<file path="src/rtl/wt_cache_mem_mux.sv">
// wt_cache_mem_mux: round-robin multiplexer of N write-through L1 clients onto one memory port
module wt_cache_mem_mux #(
  parameter int NumClients = 2,
  parameter int AddrWidth = 64,
  parameter int DataWidth = 64,
  parameter int ClientTxIdWidth = 2,
  parameter int MaxOutstanding = 4,
  parameter int CidWidth = (NumClients > 1) ? $clog2(NumClients) : 1,
  parameter int MemTxIdWidth = CidWidth + ClientTxIdWidth
) (
  input  logic                                 clk_i,
  input  logic                                 rst_i,
  input  logic                                 stall_i,
  output logic                                 busy_o,
  input  logic [NumClients-1:0]                cl_req_i,
  output logic [NumClients-1:0]                cl_ack_o,
  input  logic [NumClients*AddrWidth-1:0]      cl_addr_i,
  input  logic [NumClients*DataWidth-1:0]      cl_wdata_i,
  input  logic [NumClients-1:0]                cl_we_i,
  input  logic [NumClients*ClientTxIdWidth-1:0] cl_txid_i,
  output logic [NumClients-1:0]                cl_rtrn_vld_o,
  output logic [DataWidth-1:0]                 cl_rtrn_data_o,
  output logic [ClientTxIdWidth-1:0]           cl_rtrn_txid_o,
  output logic                                 mem_req_o,
  input  logic                                 mem_ack_i,
  output logic [AddrWidth-1:0]                 mem_addr_o,
  output logic [DataWidth-1:0]                 mem_wdata_o,
  output logic                                 mem_we_o,
  output logic [MemTxIdWidth-1:0]              mem_txid_o,
  input  logic                                 mem_rtrn_vld_i,
  input  logic [MemTxIdWidth-1:0]              mem_rtrn_txid_i,
  input  logic [DataWidth-1:0]                 mem_rtrn_data_i,
  input  logic                                 inval_valid_i,
  input  logic [AddrWidth-1:0]                 inval_addr_i,
  output logic                                 inval_ready_o,
  output logic [NumClients-1:0]                cl_inval_valid_o,
  output logic [AddrWidth-1:0]                 cl_inval_addr_o,
  input  logic [NumClients-1:0]                cl_inval_ready_i
);
  localparam int CntWidth = $clog2(MaxOutstanding + 1);
  typedef enum logic {IDLE, BCAST} inval_state_e;
  inval_state_e state_q, state_d;
  logic [NumClients-1:0] done_q, done_d, elig;
  logic [NumClients-1:0][CntWidth-1:0] cnt_q;
  logic [CidWidth-1:0] last_q, gidx, idx_hi, idx_lo, rcid;
  logic full_q, can_grant, grant, pick_hi, rtrn_ok;
  assign rcid = mem_rtrn_txid_i[MemTxIdWidth-1 -: CidWidth];
  assign can_grant = ~rst_i & ~stall_i & (~full_q | mem_ack_i);
  for (genvar g = 0; g < NumClients; g++) begin : g_cl
    assign elig[g] = cl_req_i[g] && cnt_q[g] < CntWidth'(MaxOutstanding);
    assign cl_ack_o[g] = grant && gidx == CidWidth'(g);
    // returns for idle or nonexistent clients are dropped here
    assign cl_rtrn_vld_o[g] = ~rst_i && mem_rtrn_vld_i && rcid == CidWidth'(g) && cnt_q[g] != '0;
  end
  always_comb begin
    pick_hi = 1'b0;
    idx_hi = '0;
    idx_lo = '0;
    for (int j = NumClients - 1; j >= 0; j--) begin
      if (elig[j] && j > int'(last_q)) begin
        pick_hi = 1'b1;
        idx_hi = CidWidth'(j);
      end
      if (elig[j]) idx_lo = CidWidth'(j);
    end
  end
  assign grant = can_grant & (|elig);
  assign gidx = pick_hi ? idx_hi : idx_lo;
  assign rtrn_ok = |cl_rtrn_vld_o;
  assign cl_rtrn_data_o = rtrn_ok ? mem_rtrn_data_i : '0;
  assign cl_rtrn_txid_o = rtrn_ok ? mem_rtrn_txid_i[ClientTxIdWidth-1:0] : '0;
  assign mem_req_o = full_q;
  assign busy_o = full_q | (|cnt_q) | (state_q != IDLE);
  always_ff @(posedge clk_i)
    if (rst_i) begin
      full_q <= 1'b0;
      last_q <= CidWidth'(NumClients - 1);
      cnt_q <= '0;
      mem_addr_o <= '0;
      mem_wdata_o <= '0;
      mem_we_o <= 1'b0;
      mem_txid_o <= '0;
    end else begin
      if (grant) begin
        full_q <= 1'b1;
        last_q <= gidx;
      end else if (mem_ack_i) full_q <= 1'b0;
      for (int j = 0; j < NumClients; j++) begin
        if (cl_ack_o[j]) begin
          mem_addr_o <= cl_addr_i[j*AddrWidth +: AddrWidth];
          mem_wdata_o <= cl_wdata_i[j*DataWidth +: DataWidth];
          mem_we_o <= cl_we_i[j];
          mem_txid_o <= {CidWidth'(j), cl_txid_i[j*ClientTxIdWidth +: ClientTxIdWidth]};
        end
        cnt_q[j] <= cnt_q[j] + CntWidth'(cl_ack_o[j]) - CntWidth'(cl_rtrn_vld_o[j]);
      end
    end
  always_comb begin
    state_d = state_q;
    done_d = done_q;
    inval_ready_o = 1'b0;
    cl_inval_valid_o = (state_q == BCAST) ? ~done_q : '0;
    if (state_q == IDLE) begin
      if (inval_valid_i) begin
        state_d = BCAST;
        done_d = '0;
      end
    end else begin
      done_d = done_q | (cl_inval_valid_o & cl_inval_ready_i);
      if (&done_d) begin
        inval_ready_o = 1'b1;
        state_d = IDLE;
      end
    end
  end
  always_ff @(posedge clk_i)
    if (rst_i) begin
      state_q <= IDLE;
      done_q <= '0;
      cl_inval_addr_o <= '0;
    end else begin
      state_q <= state_d;
      done_q <= done_d;
      if (state_q == IDLE && inval_valid_i) cl_inval_addr_o <= inval_addr_i;
    end
endmodule

</file>
<file path="config.mk">
export PLATFORM = sky130hd
export DESIGN_NAME = wt_cache_mem_mux
export DESIGN_NICKNAME = d
export VERILOG_FILES = /design/src/rtl/wt_cache_mem_mux.sv
export SDC_FILE = /design/constraint.sdc
export NUM_CORES = 1
export LEC_CHECK = 0
export ABC_CLOCK_PERIOD_IN_PS = 5850
export BUFFER_PORTS_ARGS = -buffer_cell sky130_fd_sc_hd__buf_2
export CAP_MARGIN = 20
export CORE_AREA = 2 2 261 263
export DETAILED_ROUTE_END_ITERATION = 8
export DIE_AREA = 0 0 263 265
export GPL_TIMING_DRIVEN = 0
export SLEW_MARGIN = 5
export SYNTH_ARGS = -nofsm -noshare
export SYNTH_HDL_FRONTEND = slang
export SYNTH_SLANG_ARGS = --single-unit
</file>
<file path="constraint.sdc">
create_clock -name clk_i -period 5.85 [get_ports clk_i]
set_clock_uncertainty 0.15 [all_clocks]
set_input_delay 0 -clock clk_i [delete_from_list [all_inputs] [get_ports clk_i]]
set_output_delay 0 -clock clk_i [all_outputs]
set_load 0.02 [all_outputs]
</file>
==> flow_summary.toml, run 1 <==
[grt]
grt_use_total = 0.1348
grt_first_pass_wirelength_um = 73230
grt_max_degree = 14
antenna_found_initial = 5
grt_pass1_vias = 12510
grt-ovfl-total = 0

[timing]
final.period_utilization = 0.5570
period_needed_ns = 3.259
fin_tns_setup_ns = 0
setup_ws_ns = 2.591
relSlewSlack = 0.2980
tightest_slew_ns = 1.053
fmax_ghz = 0.3069
slew_violations = 0
setup_viol = 0
grt_setup_unrepaired = "false"
hold_viol = 0

[pwr]
clkPwrFrac = 0.363
leakage_nw = 8.633
p_per_area_nw_per_um2 = 266.0
internal_power_mw = 3.165
ir_drop_uv = 163.8
switchingPower_mw = 1.516
pwr-share-comb = 0.291
p_seq_frac = 0.346
switching_share = 0.3239

[die]
row_count = 95
die_h_um = 265
ios = 674
die-area_um2 = 69700
fp.coreArea_um2 = 66800
initial_core_util = 0.1308
die_x_um = 263

[clocking]
tritoncts = "built"
clk_pin_slew_ns = 0.06
clockRootBuffer = "clkbuf_16"
cts.sinks = 207
clock_path_buffers = 3
cts_max_level = 1
cts_resized = 0
cts_buffers = 25
clock_latency_ns = 0.56

[worst_setup_path]
cp_num_buf_inv = 1
cpMaxStageDelayCell = "nor3_2"
critPathMaxStageDelay_ns = 0.77
path_cells = "nor2b_2, nand2_1, nor3_2, buf_2, ha_1, fa_1, nor2b_1"
endpoint_kind = "flip-flop"
reg2reg_from = "cnt_q[5]"
r2r_slack_ns = 2.59
r2r-end = "cnt_q[4]"
cp.required_ns = 6.12
worstPathMaxFanout = 11
startpoint_type = "flip-flop"
arrival_ns = 3.53
worstRegToRegCells = 7
crit_type = "flip-flop to flip-flop"
critPathTopFamily = "simple AND/OR/NAND/NOR gates"

[drt]
wirelength_um = 50080
dr.first_iter.drc_count = 651
wl_per_cell_um = 16.69
via_per_inst = 4.054
drc = 0
dr.pass1.iters = 5
via_count = 12170
ant_nets = 0

[synthesis]
yosysWarnings = 0
synth.avg_cell_area_um2 = 8.254
synth_seq_area_share = 0.4741
syn-num-nets = 1468
syn_inst = 1059
synth_cell_type_count = 34
ys_seq_elements = 207
synth_area_um2 = 8741

[layout]
drive_gt1_frac = 0.3579
final_nets = 2518
nFillCells = 7160
final_cell_count_no_fill = 3001
area_growth_pct = 101.3

[job]
cap_violations = 0

[place]
place_hpwl_um = 36330
port_buffers = 672
gp_congestion = 0.8720
dp_cells = 2605
dp_slack_ns = 2.485

[hold_path]
hold_depth = 4
min_to = "last_q"
min_path_type = "input pin to flip-flop"
min_from = "stall_i"

[run_status]
status = "finished clean"
[worst max-delay path by stage]
stage | from | slack (ns) | cells after the start | to
2_1_floorplan | mem_req_o | 3.43 | 6 | cnt_q[1]
6_report | cnt_q[5] | 2.59 | 7 | cnt_q[4]
5_1_grt | cnt_q[5] | 2.38 | 7 | cnt_q[4]
3_3_place_gp | cnt_q[5] | 2.60 | 7 | cnt_q[4]
3_5_place_dp | cnt_q[5] | 2.49 | 7 | cnt_q[4]
4_1_cts | cnt_q[5] | 2.48 | 7 | cnt_q[4]
[registers in the layout (all words and copies together), names as in the netlist]
name	flops
mem_req_o	1
mem_txid_o	3
cnt_q	6
mem_addr_o	64
last_q	1
mem_wdata_o	64
state_q	1
mem_we_o	1
done_q	2
cl_inval_addr_o	64
[stage by stage]
step / power, mW / hold slack (ns) / area (µm²) / util
6_report: 4.681 / 0.02583 / 17600 / 0.2634
5_1_grt: 4.902 / 0.04844 / 17590 / 0.2634
4_1_cts: 4.709 / 0.005445 / 17590 / 0.2633
3_5_place_dp: 2.745 / 0.07665 / 13200 / 0.1977
3_3_place_gp: 2.741 / 0.07320 / 13200 / 0.1975
2_1_floorplan: 2.241 / -0.08950 / 8741 / -
[logic make-up (layout without fill, tap and decap cells)]
group                      count (synthesis)  count (layout)  share of synthesized area
and+or+nand+nor                          543             543                     0.2738
DFF                                      207             207                     0.4741
AOI/OAI and AO/OA                        201             201                     0.1827
buffers and inverters                     99            1166                    0.05611
adders and majority gates                  6               6                    0.01031
xor gates and xnor gates                   3               3                   0.003007
other                                      0               2                          0
[placed cells by master, fill, tap and decap left out, drive strengths merged, types with 9 or more instances in the layout]
master       synthesis  layout
buf                 46     719
dlygate4sd3          0     350
nand2              310     310
dfxtp              207     207
and2               109     109
nor2                99      99
a311oi              89      89
clkbuf              46      82
a21oi               64      64
a221o               42      42
nor2b                9       9
[worst min-delay path: cells and delay by family]
kind / cells / cell delay, ns
AND/OR/NAND/NOR: 3 / 0.59
buffers and inverters: 1 / 0.08
[area by class of cell]
class                           instances  area [µm²]  share of cell area
Antenna cell                            2       5.005           0.0002844
Multi-Input combinational cell        753        4106              0.2334
Buffer                                 92       465.4             0.02645
Timing Repair Buffer                 1023        6874              0.3906
Sequential cell                       207        4144              0.2355
Clock buffer                           36       747.0             0.04245
Inverter                                7       26.28            0.001493
Clock inverter                          8       136.4            0.007750
Tap cell                              873        1092             0.06207
[routing by layer]
layer | vias to the layer above | wire length (µm) | track usage
met3 | 114 | 3824 | 0.02768
li1 | 5718 | - | -
met2 | 672 | 24130 | 0.2368
met1 | 5663 | 19680 | 0.1546
met5 | - | 0 | 0
met4 | 0 | 2456 | 0.06873
[synthesized netlist by cell type, drive strengths merged]
| master | instances | area, µm² |
|---|---|---|
| a2111oi | 1 | 27.53 |
| a211oi | 1 | 12.51 |
| a21oi | 64 | 320.3 |
| a221o | 42 | 420.4 |
| a22oi | 2 | 15.01 |
| a311oi | 89 | 779.5 |
| and2 | 109 | 681.9 |
| and2b | 1 | 7.510 |
| buf | 46 | 291.5 |
| clkbuf | 46 | 172.7 |
| dfxtp | 207 | 4144 |
| fa | 2 | 40.04 |
| ha | 4 | 50.05 |
| inv | 7 | 26.28 |
| nand2 | 310 | 1164 |
| nand2b | 3 | 18.77 |
| nand3b | 2 | 15.01 |
| nor2 | 99 | 371.6 |
| nor2b | 9 | 58.81 |
| nor3 | 4 | 25.02 |
| nor4b | 2 | 23.77 |
| o21ba | 1 | 10.01 |
| o221a | 1 | 11.26 |
| or2 | 2 | 15.02 |
| or3 | 2 | 12.51 |
| xnor2 | 2 | 17.52 |
| xor2 | 1 | 8.760 |
[what timing repair did]
| item | CTS | global route |
|---|---|---|
| setup buffers | 0 | 0 |
| hold buffers | 350 | 0 |
| hold endpoints to repair | 202 | 0 |
[power groups by stage]
stage / logic [mW] / clock network, mW / registers, mW
2_1_floorplan: 0.458 / 0 / 1.78
3_3_place_gp: 1.10 / 0 / 1.64
3_5_place_dp: 1.10 / 0 / 1.64
4_1_cts: 1.35 / 1.75 / 1.61
5_1_grt: 1.47 / 1.80 / 1.63
6_report: 1.36 / 1.70 / 1.62
Note: power is estimated with default switching activity, not from simulation.
==> inputs of run 2 (changes only) <==
- ABC_CLOCK_PERIOD_IN_PS: 5850 -> 3000
- CORE_AREA: 2 2 261 263 -> 2 2 263 265
- DIE_AREA: 0 0 263 265 -> 0 0 265 267
- clock period: 5.85 -> 3 ns (I/O delays scaled with it)
==> run 2 against run 1 <==
Against the previous run: combinational power up 96%; global-route usage about the same; critical path depth grew 1; setup slack worse by 2.4 ns; core utilization down 0.43 points; clock power rose by 75%; largest power group is now sequential cells.
==> flow_summary.toml, run 2 (synthesis results as in run 1) <==
[clocking]
clock_latency_ns = 0.56
clock_path_buffers = 3
tritoncts = "built"
clk_pin_slew_ns = 0.06
cts_max_level = 1
clockRootBuffer = "clkbuf_16"
cts_buffers = 25
cts.sinks = 207

[run_status]
status = "finished clean"

[die]
die_h_um = 267
die-area_um2 = 70760
initial_core_util = 0.1286
fp.coreArea_um2 = 67990
die_x_um = 265
ios = 674
row_count = 96

[worst_setup_path]
endpoint_kind = "output pin"
r2r-end = "cl_inval_addr_o[2]"
cpMaxStageDelayCell = "dfxtp_1"
crit_type = "flip-flop to output pin"
reg2reg_from = "state_q"
arrival_ns = 2.70
startpoint_type = "flip-flop"
cp_num_buf_inv = 4
worstPathMaxFanout = 10
critPathTopFamily = "buffers and inverters"
r2r_slack_ns = 0.16
path_cells = "nor3_1, nor4b_2, buf_4, or2_2, clkbuf_4, clkbuf_2, and2_1, buf_2"
worstRegToRegCells = 7
cp.required_ns = 2.85
critPathMaxStageDelay_ns = 0.40

[layout]
final_nets = 2527
utilization = 0.2591
top_regs = "cl_inval_addr_o x64, mem_addr_o x64, mem_wdata_o x64"
final_common_cell = "buf_2"
area_growth_pct = 101.5
drive_gt1_frac = 0.3593
mostFrequentLayoutCells = "buf_2 (694), dlygate4sd3_1 (357), nand2_1 (309)"

[timing]
fin_tns_setup_ns = 0
setup_viol = 0
tightest_slew_ns = 0.8102
grt_setup_unrepaired = "false"
period_needed_ns = 2.847
fmax_ghz = 0.3512
hold_viol = 0
final.period_utilization = 0.9491
relSlewSlack = 0.4599
slew_violations = 0

[hold_path]
min_from = "cl_req_i[1]"
min_path_type = "input pin to flip-flop"
hold_depth = 7
min_to = "last_q"

[pwr]
leakage_nw = 8.641
total_power_mw = 8.797
p_per_area_nw_per_um2 = 499.5
ir_drop_uv = 359.9

[grt]
antenna_found_initial = 11
grt_pass1_vias = 12150
grt-ovfl-total = 0
grt_use_total = 0.1345
grt_max_degree = 14
grt_first_pass_wirelength_um = 72390

[job]
cap_violations = 0

[place]
place_hpwl_um = 37310
gp_congestion = 0.8521
port_buffers = 672

[drt]
dr.pass1.iters = 6
wirelength_um = 51300
via_count = 12270
wl_per_cell_um = 17.01
ant_nets = 0
drc = 0
via_per_inst = 4.069
dr.first_iter.drc_count = 695
==> run 2: stage by stage <==
| stage | worst slack (ns) | cells | hold WS [ns] | instance area, µm² |
|---|---|---|---|---|
| after floorplan | 0.5794 | 1059 | -0.08950 | 8741 |
| after global placement | -0.3842 | 2613 | 0.07292 | 13210 |
| after detailed placement | -0.3897 | 2614 | 0.07573 | 13220 |
| after CTS | 0.004551 | 3011 | 0.02408 | 17590 |
| after global routing | 0.007294 | 3013 | 0.05512 | 17610 |
| final | 0.1526 | 3015 | 0.06348 | 17610 |
==> run 2: worst max path at each step <==
| stage | from | to | slack (ns) | cells after the start |
|---|---|---|---|---|
| after floorplan | mem_req_o | cnt_q[1] | 0.58 | 6 |
| after global placement | cnt_q[5] | cnt_q[4] | -0.38 | 7 |
| after detailed placement | cnt_q[5] | cnt_q[4] | -0.39 | 7 |
| after CTS | cnt_q[2] | cl_rtrn_data_o[28] | 0.005 | 8 |
| after global routing | cnt_q[2] | cl_rtrn_data_o[28] | 0.007 | 8 |
| final | cnt_q[2] | cl_rtrn_data_o[50] | 0.15 | 8 |
==> run 2: cell type report <==
class	count	area [µm²]
diodes	4	10.01
plain buffers	92	489.2
clock buffers	34	699.4
clock inverters	4	63.81
fillers	7255	50370
inverters	7	26.28
multi-input cells	753	4118
flip-flops and latches	207	4144
well taps	882	1104
repair buffers	1032	6959
==> run 2: repair_timing <==
action | 4_1_cts | 5_1_grt
endpoints found under the setup margin | 47 | 52
hold buffers | 357 | 0
setup buffers | 2 | 0
resized for setup | 8 | 11
endpoints found under the hold margin | 202 | 0
cloned | 0 | 0
pin swaps | 2 | 1
==> run 2: report_power, final <==
| part | internal (mW) | switching, mW | leakage [nW] |
|---|---|---|---|
| clock | 1.70 | 1.28 | 0.375 |
| combinational | 1.19 | 1.47 | 6.57 |
| sequential | 3.01 | 0.146 | 1.70 |
| total | 5.90 | 2.90 | 8.64 |
==> run 2: worst reg2reg max path, cell delays in order (launching register included) <==
cell	delay, ns
dfxtp_1	0.31
clkbuf_1	0.55
nor2b_1	0.10
clkbuf_1	0.28
nand2_1	0.15
dlygate4sd3_1	0.56
a21oi_1	0.06
dlygate4sd3_1	0.58
==> run 2: metal layers <==
| layer | GRT usage | vias to the layer above | share of wire |
|---|---|---|---|
| met4 | 0.08230 | 14 | 0.061 |
| met5 | 0 | - | 0.0019 |
| met3 | 0.03635 | 158 | 0.084 |
| met1 | 0.1528 | 5708 | 0.39 |
| met2 | 0.2248 | 655 | 0.47 |
| li1 | - | 5733 | - |
==> inputs of run 3 (changes only) <==
- ABC_AREA: default -> 1
- CORE_AREA: 2 2 263 265 -> 2 2 264 266
- DIE_AREA: 0 0 265 267 -> 0 0 266 268
==> run 3 against run 2 <==
Against the previous run: synthesized cell count is 38% higher; core utilization rose by 1.5 points; clock power grew 13%; flip-flop and latch count is the same; register-to-register slack better by 0.02 ns; maximum frequency rose by 0.89%; combinational power rose by 6%; via count rose by 10%; die area rose by 0.75%; critical path type is now flip-flop to flip-flop; critical endpoint is now mem_wdata_o[38]; largest cell class unchanged; highest routed layer unchanged.
==> flow_summary.toml, run 3 <==
[timing]
final.period_utilization = 0.9408
fmax_ghz = 0.3543
grt_setup_unrepaired = "false"
whs_ns = 0.001411
period_needed_ns = 2.822
relSlewSlack = 0.3481
tightest_slew_ns = 0.9778
slew_violations = 0
setup_viol = 0
hold_viol = 0

[die]
ios = 674
die-area_um2 = 71290
initial_core_util = 0.1445
fp.coreArea_um2 = 68230
die_h_um = 268
row_count = 96
die_x_um = 266

[worst_setup_path]
reg2reg_from = "mem_req_o"
startpoint = "mem_req_o"
r2r-end = "mem_wdata_o[38]"
cp.required_ns = 3.29
endpoint_kind = "flip-flop"
crit_type = "flip-flop to flip-flop"
worstSetupEndpoint = "mem_wdata_o[38]"
worstPathMaxFanout = 10
startpoint_type = "flip-flop"
r2r_slack_ns = 0.18
arrival_ns = 3.11
worstRegToRegCells = 8

[clocking]
clockRootBuffer = "clkbuf_16"
clock_path_buffers = 3
cts.sinks = 207
clock_latency_ns = 0.56
tritoncts = "built"
clk_pin_slew_ns = 0.06
cts_max_level = 1
cts_buffers = 26

[synthesis]
synth_most_common_cell = "nor2_1"
synth_top_area_share = 0.4203
synth-edff-count = 0
synth.avg_cell_area_um2 = 6.726
syn_inst = 1466
synth_seq_area_share = 0.4203
yosys.area.top_type = "dfxtp_1"
syn-num-nets = 1875
synth_area_um2 = 9861
synth_cell_type_count = 29
ys_seq_elements = 207
async_flop_share = 0
synthFlopType = "dfxtp_1"
synthTopCellsByArea = "dfxtp_1 (42%), nor2_1 (13%), nand2_1 (9.4%)"
yosysWarnings = 0
synth_common_cells = "nor2_1 (350), nand2_1 (247), dfxtp_1 (207)"

[place]
post_dp_cell_area_um2 = 14330
port_buffers = 673
gp_congestion = 0.8569
place_hpwl_um = 41010

[drt]
wl_per_cell_um = 16.18
dr.pass1.iters = 5
wirelength_um = 55160
via_count = 13490
m1WireLength_um = 22490
met2RoutedLength_um = 25620
topRoutingLayerUsed = "met5"
dr.first_iter.drc_count = 551
ant_nets = 0
drc = 0
via_per_inst = 3.958
wl_met3_um = 3665

[grt]
antenna_found_initial = 11
grt_max_degree = 13
grt_pass1_vias = 13390
grt_first_pass_wirelength_um = 77670
grt_use_total = 0.1431
grt-ovfl-total = 0

[layout]
mostFrequentLayoutCells = "buf_2 (707), nor2_1 (349), dlygate4sd3_1 (338)"
ff_latch_area_um2 = 4144
nFillCells = 7326
drive_gt1_frac = 0.3369
area_growth_pct = 89.30
stdcell_area_um2 = 18670
multi_input_area_um2 = 4765
final_common_cell = "buf_2"
final_nets = 2914
top_regs = "cl_inval_addr_o x64, mem_addr_o x64, mem_wdata_o x64"

[job]
cap_violations = 0

[pwr]
leakage_nw = 9.662
ir_drop_uv = 325.0
p_per_area_nw_per_um2 = 499.4

[hold_path]
min_path_type = "input pin to flip-flop"

[run_status]
status = "finished clean"
[run 3: cell types whose count changed after synthesis, sizes merged, moves of 79 or more]
cell and change:
a311oi -89, and2 -109, o21ai +145, o21bai +79, nor2 +253, inv +134
[run 3: where the power goes]
group,internal (mW),switching [mW]
clock network,2.05,1.32
logic,1.24,1.59
registers,3.00,0.125
[run 3: logic make-up (layout without fill, tap and decap cells)]
kind of cell / count (synthesis) / in the layout / synth area share
buffers and inverters: 242 / 1299 / 0.09884
other: 0 / 4 / 0
AND/OR/NAND/NOR: 699 / 699 / 0.2915
flip-flops: 207 / 207 / 0.4203
adder cells (fa/ha/maj): 6 / 6 / 0.009136
XOR/XNOR: 3 / 3 / 0.002665
AO/OA/AOI/OAI: 309 / 309 / 0.1776
[run 3: worst min-delay path by stage]
stage,from,endpoint,slack [ns],cells after the start
global placement,inval_addr_i[44],cl_inval_addr_o[44],0.07,3
floorplan,mem_rtrn_data_i[0],cl_rtrn_data_o[0],-0.03,2
finish,cl_req_i[0],mem_addr_o[0],0.001,7
global route,inval_addr_i[45],cl_inval_addr_o[45],0.05,4
detailed placement,inval_addr_i[25],cl_inval_addr_o[25],0.08,3
CTS,mem_rtrn_txid_i[2],cnt_q[3],0.005,7
[run 3: stage by stage]
stage               setup TNS [ns]    util  total power, mW  setup WS (ns)  cells
global route                     0  0.2735            9.778       0.008152   3406
finish                           0  0.2736            9.323         0.1776   3409
CTS                              0  0.2732            9.391        0.01323   3405
floorplan                        0       -            4.435         0.4890   1466
global placement           -0.2511  0.2101            5.427        -0.1369   3021
detailed placement         -0.2991  0.2101            5.440        -0.1580   3021
[run 3: worst max-delay path: stages (launching register included)]
cell and delay, ns:
dfxtp_1 0.32, inv_1 0.16, o21ai_4 0.57, buf_2 0.35, buf_2 0.29, o21bai_1 0.11
nand2_1 0.09, dlygate4sd3_1 0.59, a21oi_1 0.07
[run 3: what timing repair did]
action,in CTS,in global routing
endpoints found under the setup margin,4,30
setup buffers,0,0
hold buffers,338,0
resized for setup,2,8
endpoints found under the hold margin,200,0
[run 3: layer usage]
metal	track usage	up-vias
met5	0	-
met4	0.08169	4
met3	0.03125	139
met2	0.2474	600
met1	0.1633	6111
li1	-	6639
[run 3: cell type report]
class / count / area share
plain buffers: 100 / 0.02406
flip-flops and latches: 207 / 0.2220
clock inverters: 5 / 0.004357
multi-input cells: 1017 / 0.2552
clock buffers: 41 / 0.04437
repair buffers: 1011 / 0.3617
inverters: 142 / 0.02862
diodes: 4 / 0.0005362
well taps: 882 / 0.05912
